**src/rtl/vending_pkg.sv**
```systemverilog
// Shared types and coin weights for the vending control stage.
package vending_pkg;

  typedef enum logic [1:0] {
    IDLE,
    COLLECT,
    DISPENSE,
    CHANGE
  } state_t;

  localparam int COIN_100_UNITS = 1;
  localparam int COIN_500_UNITS = 5;

endpackage

```
**src/rtl/vending_if.sv**
```systemverilog
// Coin/command inputs and registered status outputs of the vending controller.
interface vending_if #(
  parameter int CREDIT_W = 4
);

  logic                coin_100;
  logic                coin_500;
  logic                select;
  logic                cancel;
  logic [CREDIT_W-1:0] credit;
  logic                dispense;
  logic                change_pulse;
  logic                coin_reject;
  logic                deny;
  logic                busy;

  modport master (
    output coin_100, coin_500, select, cancel,
    input  credit, dispense, change_pulse, coin_reject, deny, busy
  );

  modport slave (
    input  coin_100, coin_500, select, cancel,
    output credit, dispense, change_pulse, coin_reject, deny, busy
  );

endinterface

```
**src/rtl/change_emitter.sv**
```systemverilog
// Emits load_count single-cycle pulses, each followed by one low cycle;
// done is high once the last low cycle is reached.
module change_emitter #(
  parameter int COUNT_W = 4
) (
  input  logic               clk,
  input  logic               reset,
  input  logic               load,
  input  logic [COUNT_W-1:0] load_count,
  output logic               pulse,
  output logic               done
);

  logic [COUNT_W-1:0] remaining;

  // NOTE: clocked state uses non-blocking (<=) so every register samples pre-edge values.
  always_ff @(posedge clk) begin
    if (reset) begin
      remaining <= '0;
      pulse     <= 1'b0;
    end else if (load) begin
      remaining <= load_count;
      pulse     <= (load_count != '0);
    end else if (pulse) begin
      remaining <= remaining - COUNT_W'(1);
      pulse     <= 1'b0;
    end else if (remaining != '0) begin
      pulse <= 1'b1;
    end
  end

  assign done = !pulse && (remaining == '0);

endmodule

```
**src/rtl/vending_controller.sv**
```systemverilog
// Vending control stage: credit accumulation, sale/deny, timed dispense and
// credit refund as spaced 100-unit change pulses. All outputs registered.
module vending_controller
  import vending_pkg::*;
#(
  parameter int PRICE_UNITS     = 5,
  parameter int MAX_CREDIT      = 15,
  parameter int CREDIT_W        = 4,
  parameter int DISPENSE_CYCLES = 4
) (
  input  logic     clk,
  input  logic     reset,
  vending_if.slave bus
);

  localparam int TIMER_W = (DISPENSE_CYCLES > 1) ? $clog2(DISPENSE_CYCLES) : 1;
  localparam int SUM_W   = CREDIT_W + 1;
  localparam logic [CREDIT_W-1:0] PRICE      = CREDIT_W'(PRICE_UNITS);
  localparam logic [SUM_W-1:0]    MAX_SUM    = SUM_W'(MAX_CREDIT);
  localparam logic [TIMER_W-1:0]  TIMER_LOAD = TIMER_W'(DISPENSE_CYCLES - 1);

  state_t              state, next_state;
  logic [CREDIT_W-1:0] credit, credit_next;
  logic [TIMER_W-1:0]  timer, timer_next;
  logic                dispense_q, busy_q, reject_q, deny_q;
  logic                dispense_d, busy_d, reject_d, deny_d;
  logic [SUM_W-1:0]    coin_inc, credit_sum;
  logic                coin_any, collecting, over_limit;
  logic                cancel_ok, sale_ok, deny_cond;
  logic                chg_load, chg_pulse, chg_done;

  // Coin sum is formed one bit wider so an overflow is compared, never wrapped.
  assign coin_inc   = (bus.coin_100 ? SUM_W'(COIN_100_UNITS) : '0)
                    + (bus.coin_500 ? SUM_W'(COIN_500_UNITS) : '0);
  assign credit_sum = {1'b0, credit} + coin_inc;
  assign over_limit = credit_sum > MAX_SUM;
  assign coin_any   = bus.coin_100 || bus.coin_500;
  assign collecting = (state == IDLE) || (state == COLLECT);
  assign cancel_ok  = collecting && bus.cancel && (credit != '0);
  assign sale_ok    = collecting && !cancel_ok && bus.select && (credit >= PRICE);
  assign deny_cond  = collecting && !cancel_ok && bus.select && (credit < PRICE);
  assign chg_load   = (next_state == CHANGE) && (state != CHANGE);

  change_emitter #(
    .COUNT_W (CREDIT_W)
  ) u_change (
    .clk        (clk),
    .reset      (reset),
    .load       (chg_load),
    .load_count (credit),
    .pulse      (chg_pulse),
    .done       (chg_done)
  );

  always_ff @(posedge clk) begin
    if (reset) begin
      state      <= IDLE;
      credit     <= '0;
      timer      <= '0;
      dispense_q <= 1'b0;
      busy_q     <= 1'b0;
      reject_q   <= 1'b0;
      deny_q     <= 1'b0;
    end else begin
      state      <= next_state;
      credit     <= credit_next;
      timer      <= timer_next;
      dispense_q <= dispense_d;
      busy_q     <= busy_d;
      reject_q   <= reject_d;
      deny_q     <= deny_d;
    end
  end

  // NOTE: every combinational output is defaulted first so no path infers a latch.
  always_comb begin
    next_state  = state;
    credit_next = credit;
    timer_next  = timer;
    case (state)
      IDLE, COLLECT: begin
        if (cancel_ok) begin
          next_state = CHANGE;
        end else if (sale_ok) begin
          next_state  = DISPENSE;
          credit_next = credit - PRICE;
          timer_next  = TIMER_LOAD;
        end else begin
          if (coin_any && !over_limit) credit_next = credit_sum[CREDIT_W-1:0];
          next_state = (credit_next != '0) ? COLLECT : IDLE;
        end
      end
      DISPENSE: begin
        if (timer == '0) next_state = (credit != '0) ? CHANGE : IDLE;
        else             timer_next = timer - TIMER_W'(1);
      end
      CHANGE: begin
        if (chg_pulse && (credit != '0)) credit_next = credit - CREDIT_W'(1);
        if (chg_done) next_state = IDLE;
      end
      default: next_state = IDLE;
    endcase
  end

  always_comb begin
    dispense_d = (next_state == DISPENSE);
    busy_d     = (next_state == DISPENSE) || (next_state == CHANGE);
    reject_d   = coin_any && (!collecting || cancel_ok || sale_ok || over_limit);
    deny_d     = deny_cond;
  end

  assign bus.credit       = credit;
  assign bus.dispense     = dispense_q;
  assign bus.busy         = busy_q;
  assign bus.coin_reject  = reject_q;
  assign bus.deny         = deny_q;
  assign bus.change_pulse = chg_pulse;

endmodule
```
**src/flat_wrapper.sv**
```systemverilog
// flat-port wrapper written by rule: the top's interface ports become plain ports
module vending_controller_flat import vending_pkg::*;
#(
  parameter int PRICE_UNITS     = 5,
  parameter int MAX_CREDIT      = 15,
  parameter int CREDIT_W        = 4,
  parameter int DISPENSE_CYCLES = 4
)
  (clk, reset, bus_coin_100, bus_coin_500, bus_select, bus_cancel, bus_credit, bus_dispense, bus_change_pulse, bus_coin_reject, bus_deny, bus_busy);
  vending_if #(.CREDIT_W(CREDIT_W)) bus_i ();
  input  logic clk;
  input  logic reset;
  input wire logic [$bits(bus_i.coin_100)-1:0] bus_coin_100;
  input wire logic [$bits(bus_i.coin_500)-1:0] bus_coin_500;
  input wire logic [$bits(bus_i.select)-1:0] bus_select;
  input wire logic [$bits(bus_i.cancel)-1:0] bus_cancel;
  output wire logic [$bits(bus_i.credit)-1:0] bus_credit;
  output wire logic [$bits(bus_i.dispense)-1:0] bus_dispense;
  output wire logic [$bits(bus_i.change_pulse)-1:0] bus_change_pulse;
  output wire logic [$bits(bus_i.coin_reject)-1:0] bus_coin_reject;
  output wire logic [$bits(bus_i.deny)-1:0] bus_deny;
  output wire logic [$bits(bus_i.busy)-1:0] bus_busy;
  assign bus_i.coin_100 = bus_coin_100;
  assign bus_i.coin_500 = bus_coin_500;
  assign bus_i.select = bus_select;
  assign bus_i.cancel = bus_cancel;
  assign bus_credit = bus_i.credit;
  assign bus_dispense = bus_i.dispense;
  assign bus_change_pulse = bus_i.change_pulse;
  assign bus_coin_reject = bus_i.coin_reject;
  assign bus_deny = bus_i.deny;
  assign bus_busy = bus_i.busy;
  vending_controller #(.PRICE_UNITS(PRICE_UNITS), .MAX_CREDIT(MAX_CREDIT), .CREDIT_W(CREDIT_W), .DISPENSE_CYCLES(DISPENSE_CYCLES)) u_core (.clk(clk), .reset(reset), .bus(bus_i));
endmodule
```
**config.mk**
```make
export PLATFORM = sky130hd
export DESIGN_NAME = vending_controller_flat
export DESIGN_NICKNAME = d
export VERILOG_FILES = /design/src/rtl/vending_pkg.sv /design/src/rtl/vending_if.sv /design/src/rtl/change_emitter.sv /design/src/rtl/vending_controller.sv /design/src/flat_wrapper.sv
export SDC_FILE = /design/constraint.sdc
export NUM_CORES = 1
export LEC_CHECK = 0
export ABC_AREA = 1
export BUFFER_PORTS_ARGS = -buffer_cell sky130_fd_sc_hd__buf_2
export CAP_MARGIN = 10
export CORE_MARGIN = 10
export CORE_UTILIZATION = 40
export CTS_BUF_LIST = sky130_fd_sc_hd__clkbuf_2 sky130_fd_sc_hd__clkbuf_4 sky130_fd_sc_hd__clkbuf_8
export CTS_CLUSTER_SIZE = 20
export DETAILED_ROUTE_END_ITERATION = 16
export SLEW_MARGIN = 40
export SYNTH_ARGS = -nofsm -noshare
export SYNTH_HDL_FRONTEND = slang
export SYNTH_SLANG_ARGS = --single-unit
```
**constraint.sdc**
```tcl
create_clock -name clk -period 2.2 [get_ports clk]
set_clock_uncertainty 0.2 [all_clocks]
set_input_delay 0.33 -clock clk [delete_from_list [all_inputs] [get_ports clk]]
set_output_delay 0.33 -clock clk [all_outputs]
set_load 0.005 [all_outputs]
```
==> results.json <==
{
  "numPlacedInstances": 234,
  "fin_cells": 248,
  "p_leak_nw": 0.819,
  "critical_path.top_delay_family": "simple AND/OR/NAND/NOR gates",
  "synthSimpleGateAreaFrac": 0.369,
  "grt_pass1_wl_mm": 5.22,
  "synth_mux_area_frac": 0,
  "routabilityCongestion": 0.917,
  "core_area_sq_mm": 0.00281,
  "min_period_over_period": 1.03,
  "outcome": "complete, but fails checks",
  "cp_num_buf_inv": 0,
  "reg2regPathDepth": 12,
  "io_pins": 15,
  "routed_wl_mm": 3.50,
  "area_delta_synth_final_pct": 39.3,
  "ant_nets": 0,
  "power_mw": 2.87,
  "critPathMaxStageDelay_ns": 0.39,
  "final.setup.tns_ns": -0.248,
  "arrival_ns": 2.26,
  "layout.nets": 232,
  "final_hold_viol_count": 0,
  "reg2reg_slack_ns": -0.06,
  "criticalPathCategory": "reg -> reg",
  "dieArea_sq_mm": 0.00559,
  "power_density_mw_per_mm2": 1720,
  "diodes": 0,
  "ys_types": 29,
  "grt_max_degree": 11,
  "chipHeight_um": 74.8,
  "setup_ws_ns": -0.0647,
  "ctsLongestPathBuffers": 2,
  "syn-cell-area_sq_mm": 0.00120,
  "wl_per_cell_um": 14.1,
  "ir_worst_vdd_uv": 693,
  "cts.clk_slew.worst_paths_ns": 0.11,
  "grt_usage": 0.118,
  "insertion_delay_ns": 0.31,
  "relSlewSlack": 0.706,
  "utilization": 0.596,
  "h-tree-depth": 1,
  "clk_root_buffer_cell": "clkbuf_4",
  "required_ns": 2.19,
  "layout_common_cells": "32 x nand2_1, 24 x inv_1, 21 x buf_4, 16 x dfxtp_1, 15 x nand2_2",
  "worstMarginPinSlew_ns": 0.440,
  "ys_ff_latch": 17,
  "drive_gt1_frac": 0.392,
  "dieWidth_um": 74.8,
  "drv_cap": 0,
  "drt-initial-drc-count": 88,
  "vias": 1319,
  "layout_commonest_cell": "nand2_1",
  "drt_pass1_iterations": 4,
  "synth-seq-area-share": 0.284,
  "cp_max_fo": 7,
  "end_kind": "flop",
  "wl_met3_um": 116,
  "dpl.hpwl_mm": 2.38,
  "setup_viol": 8,
  "crit_chain": "fa_2, ha_4, nand3_4, nand3_4, nand2_2, nand3_1, nor2_4, nand2_4, nand3_4, nand2_2, nand2_2, a21oi_1",
  "clock.fmax_mhz": 442,
  "regToRegEndpoint": "u_core.u_change.remaining[3]$_SDFFE_PP0P_",
  "grt.overflow.total": 0,
  "cts_tree": "built",
  "port_buffers": 14,
  "dr.max_layer_used": "met4",
  "postSynthAreaPerCell_sq_um": 6.78,
  "critPathLaunch": "u_core.bus.credit[0]$_SDFFE_PP0P_",
  "syn_nets": 191,
  "synth_fa_ha_area_frac": 0.0897,
  "rsz0062_at_grt": "true",
  "violations": "negative setup slack",
  "worstReg2RegStart": "u_core.bus.credit[0]$_SDFFE_PP0P_",
  "wl_met2_mm": 1.79,
  "maxSlewViolCount": 0,
  "grt_pass1_vias": 1213,
  "path_depth": 12,
  "synth_xor_area_frac": 0.0292,
  "initial_core_util": 0.428,
  "wl_met1_mm": 1.50,
  "hold_class": "in -> reg",
  "numCtsBuffers": 3,
  "ys_warn_count": 0,
  "slowest_stage": "fa_2",
  "synthCells": 177,
  "finalCriticalPeriod_ns": 2.26,
  "ctsHoldBuffers": 0,
  "synth_top_family_by_area": "simple AND/OR/NAND/NOR gates",
  "endpoint": "u_core.u_change.remaining[3]$_SDFFE_PP0P_",
  "cts_sinks": 17,
  "start_kind": "flop",
  "viasPerCell": 5.32,
  "synth_compound_area_frac": 0.138,
  "antenna_found_initial": 0,
  "rows": 19,
  "drc_errors": 0
}
-- cells in the mapped netlist, drive strengths merged --
cell	instances	area [sq um]
nor3	3	15.0
a311oi	1	8.76
nor2	18	90.1
nand4	6	37.5
ha	7	87.6
buf	2	15.0
fa	1	20.0
a31oi	1	6.26
o211ai	1	7.51
nand3	15	92.6
dfxtp	17	340
a31o	1	8.76
nand2	49	194
a21oi	12	71.3
or2	1	6.26
xor2	3	26.3
nor3b	1	7.51
a21boi	1	7.51
o21ai	11	55.1
xnor2	1	8.76
inv	25	93.8
-- through the flow --
| stage | hold slack, ns | worst slack, ns | area [sq um] |
|---|---|---|---|
| floorplan | 0.263 | 0.0130 | 1200 |
| global route | 0.136 | -0.175 | 1670 |
| finish | 0.113 | -0.0647 | 1670 |
| CTS | 0.116 | -0.00320 | 1480 |
| global placement | 0.277 | -0.216 | 1400 |
| detailed placement | 0.279 | -0.221 | 1400 |
-- cells by family (layout without fill, tap and decap cells) --
family,after synthesis,after routing
simple gates,93,94
buf+inv,27,66
compound gates,28,28
xor+xnor,4,4
flops,17,17
fa+ha+maj,8,8
-- where the power goes --
group | switching (mW) | total, mW | internal, mW
Clock | 0.109 | 0.192 | 0.0831
Sequential | 0.110 | 0.554 | 0.443
Combinational | 1.19 | 2.12 | 0.933
Total | 1.41 | 2.87 | 1.46
-- sequential cells by signal, indices dropped and copies added (netlist names) --
name / count
u_core.bus.busy: 1
u_core.bus.coin_reject: 1
u_core.bus.credit: 4
u_core.bus.deny: 1
u_core.bus.dispense: 1
u_core.state: 2
u_core.timer: 2
u_core.u_change.pulse: 1
u_core.u_change.remaining: 4
-- worst min path at each step --
stage | from | end | depth (start not counted)
after floorplan | u_core.u_change.remaining[1]$_SDFFE_PP0P_ | u_core.u_change.remaining[1]$_SDFFE_PP0P_ | 2
after global placement | u_core.u_change.remaining[3]$_SDFFE_PP0P_ | u_core.u_change.remaining[3]$_SDFFE_PP0P_ | 2
after detailed placement | u_core.u_change.remaining[1]$_SDFFE_PP0P_ | u_core.u_change.remaining[1]$_SDFFE_PP0P_ | 2
after CTS | bus_select | u_core.bus.deny$_SDFF_PP0_ | 3
after global routing | reset | u_core.u_change.remaining[2]$_SDFFE_PP0P_ | 2
final | reset | u_core.u_change.pulse$_SDFF_PP0_ | 2
-- worst register-to-register path, cell delays in order (launching register included) --
cell and delay (ns):
dfxtp_2 0.35, fa_2 0.39, ha_4 0.20, nand3_4 0.10
nand3_4 0.11, nand2_2 0.11, nand3_1 0.12, nor2_4 0.15
nand2_4 0.11, nand3_4 0.13, nand2_2 0.06, nand2_2 0.05
a21oi_1 0.06
-- per-layer routing --
metal,GRT usage,up-vias
met2,0.207,26
met1,0.137,623
met5,0,-
li1,-,660
met4,0.0567,0
met3,0.0171,10
-- final cells by class --
class | count | area, sq um
Clock buffer | 4 | 30.0
Multi-Input combinational cell | 134 | 917
Fill cell | 251 | 1130
Sequential cell | 17 | 342
Inverter | 25 | 93.8
Timing Repair Buffer | 37 | 250
Tap cell | 31 | 38.8
-- timing repair --
| item | in CTS | in global routing |
|---|---|---|
| pin swaps | 5 | 21 |
| gates resized for setup | 8 | 36 |
| endpoints found under the setup margin | 9 | 14 |
| gates cloned | 1 | 0 |
| buffers inserted | 2 | 9 |
No activity file was read; power rests on OpenSTA's default activity.
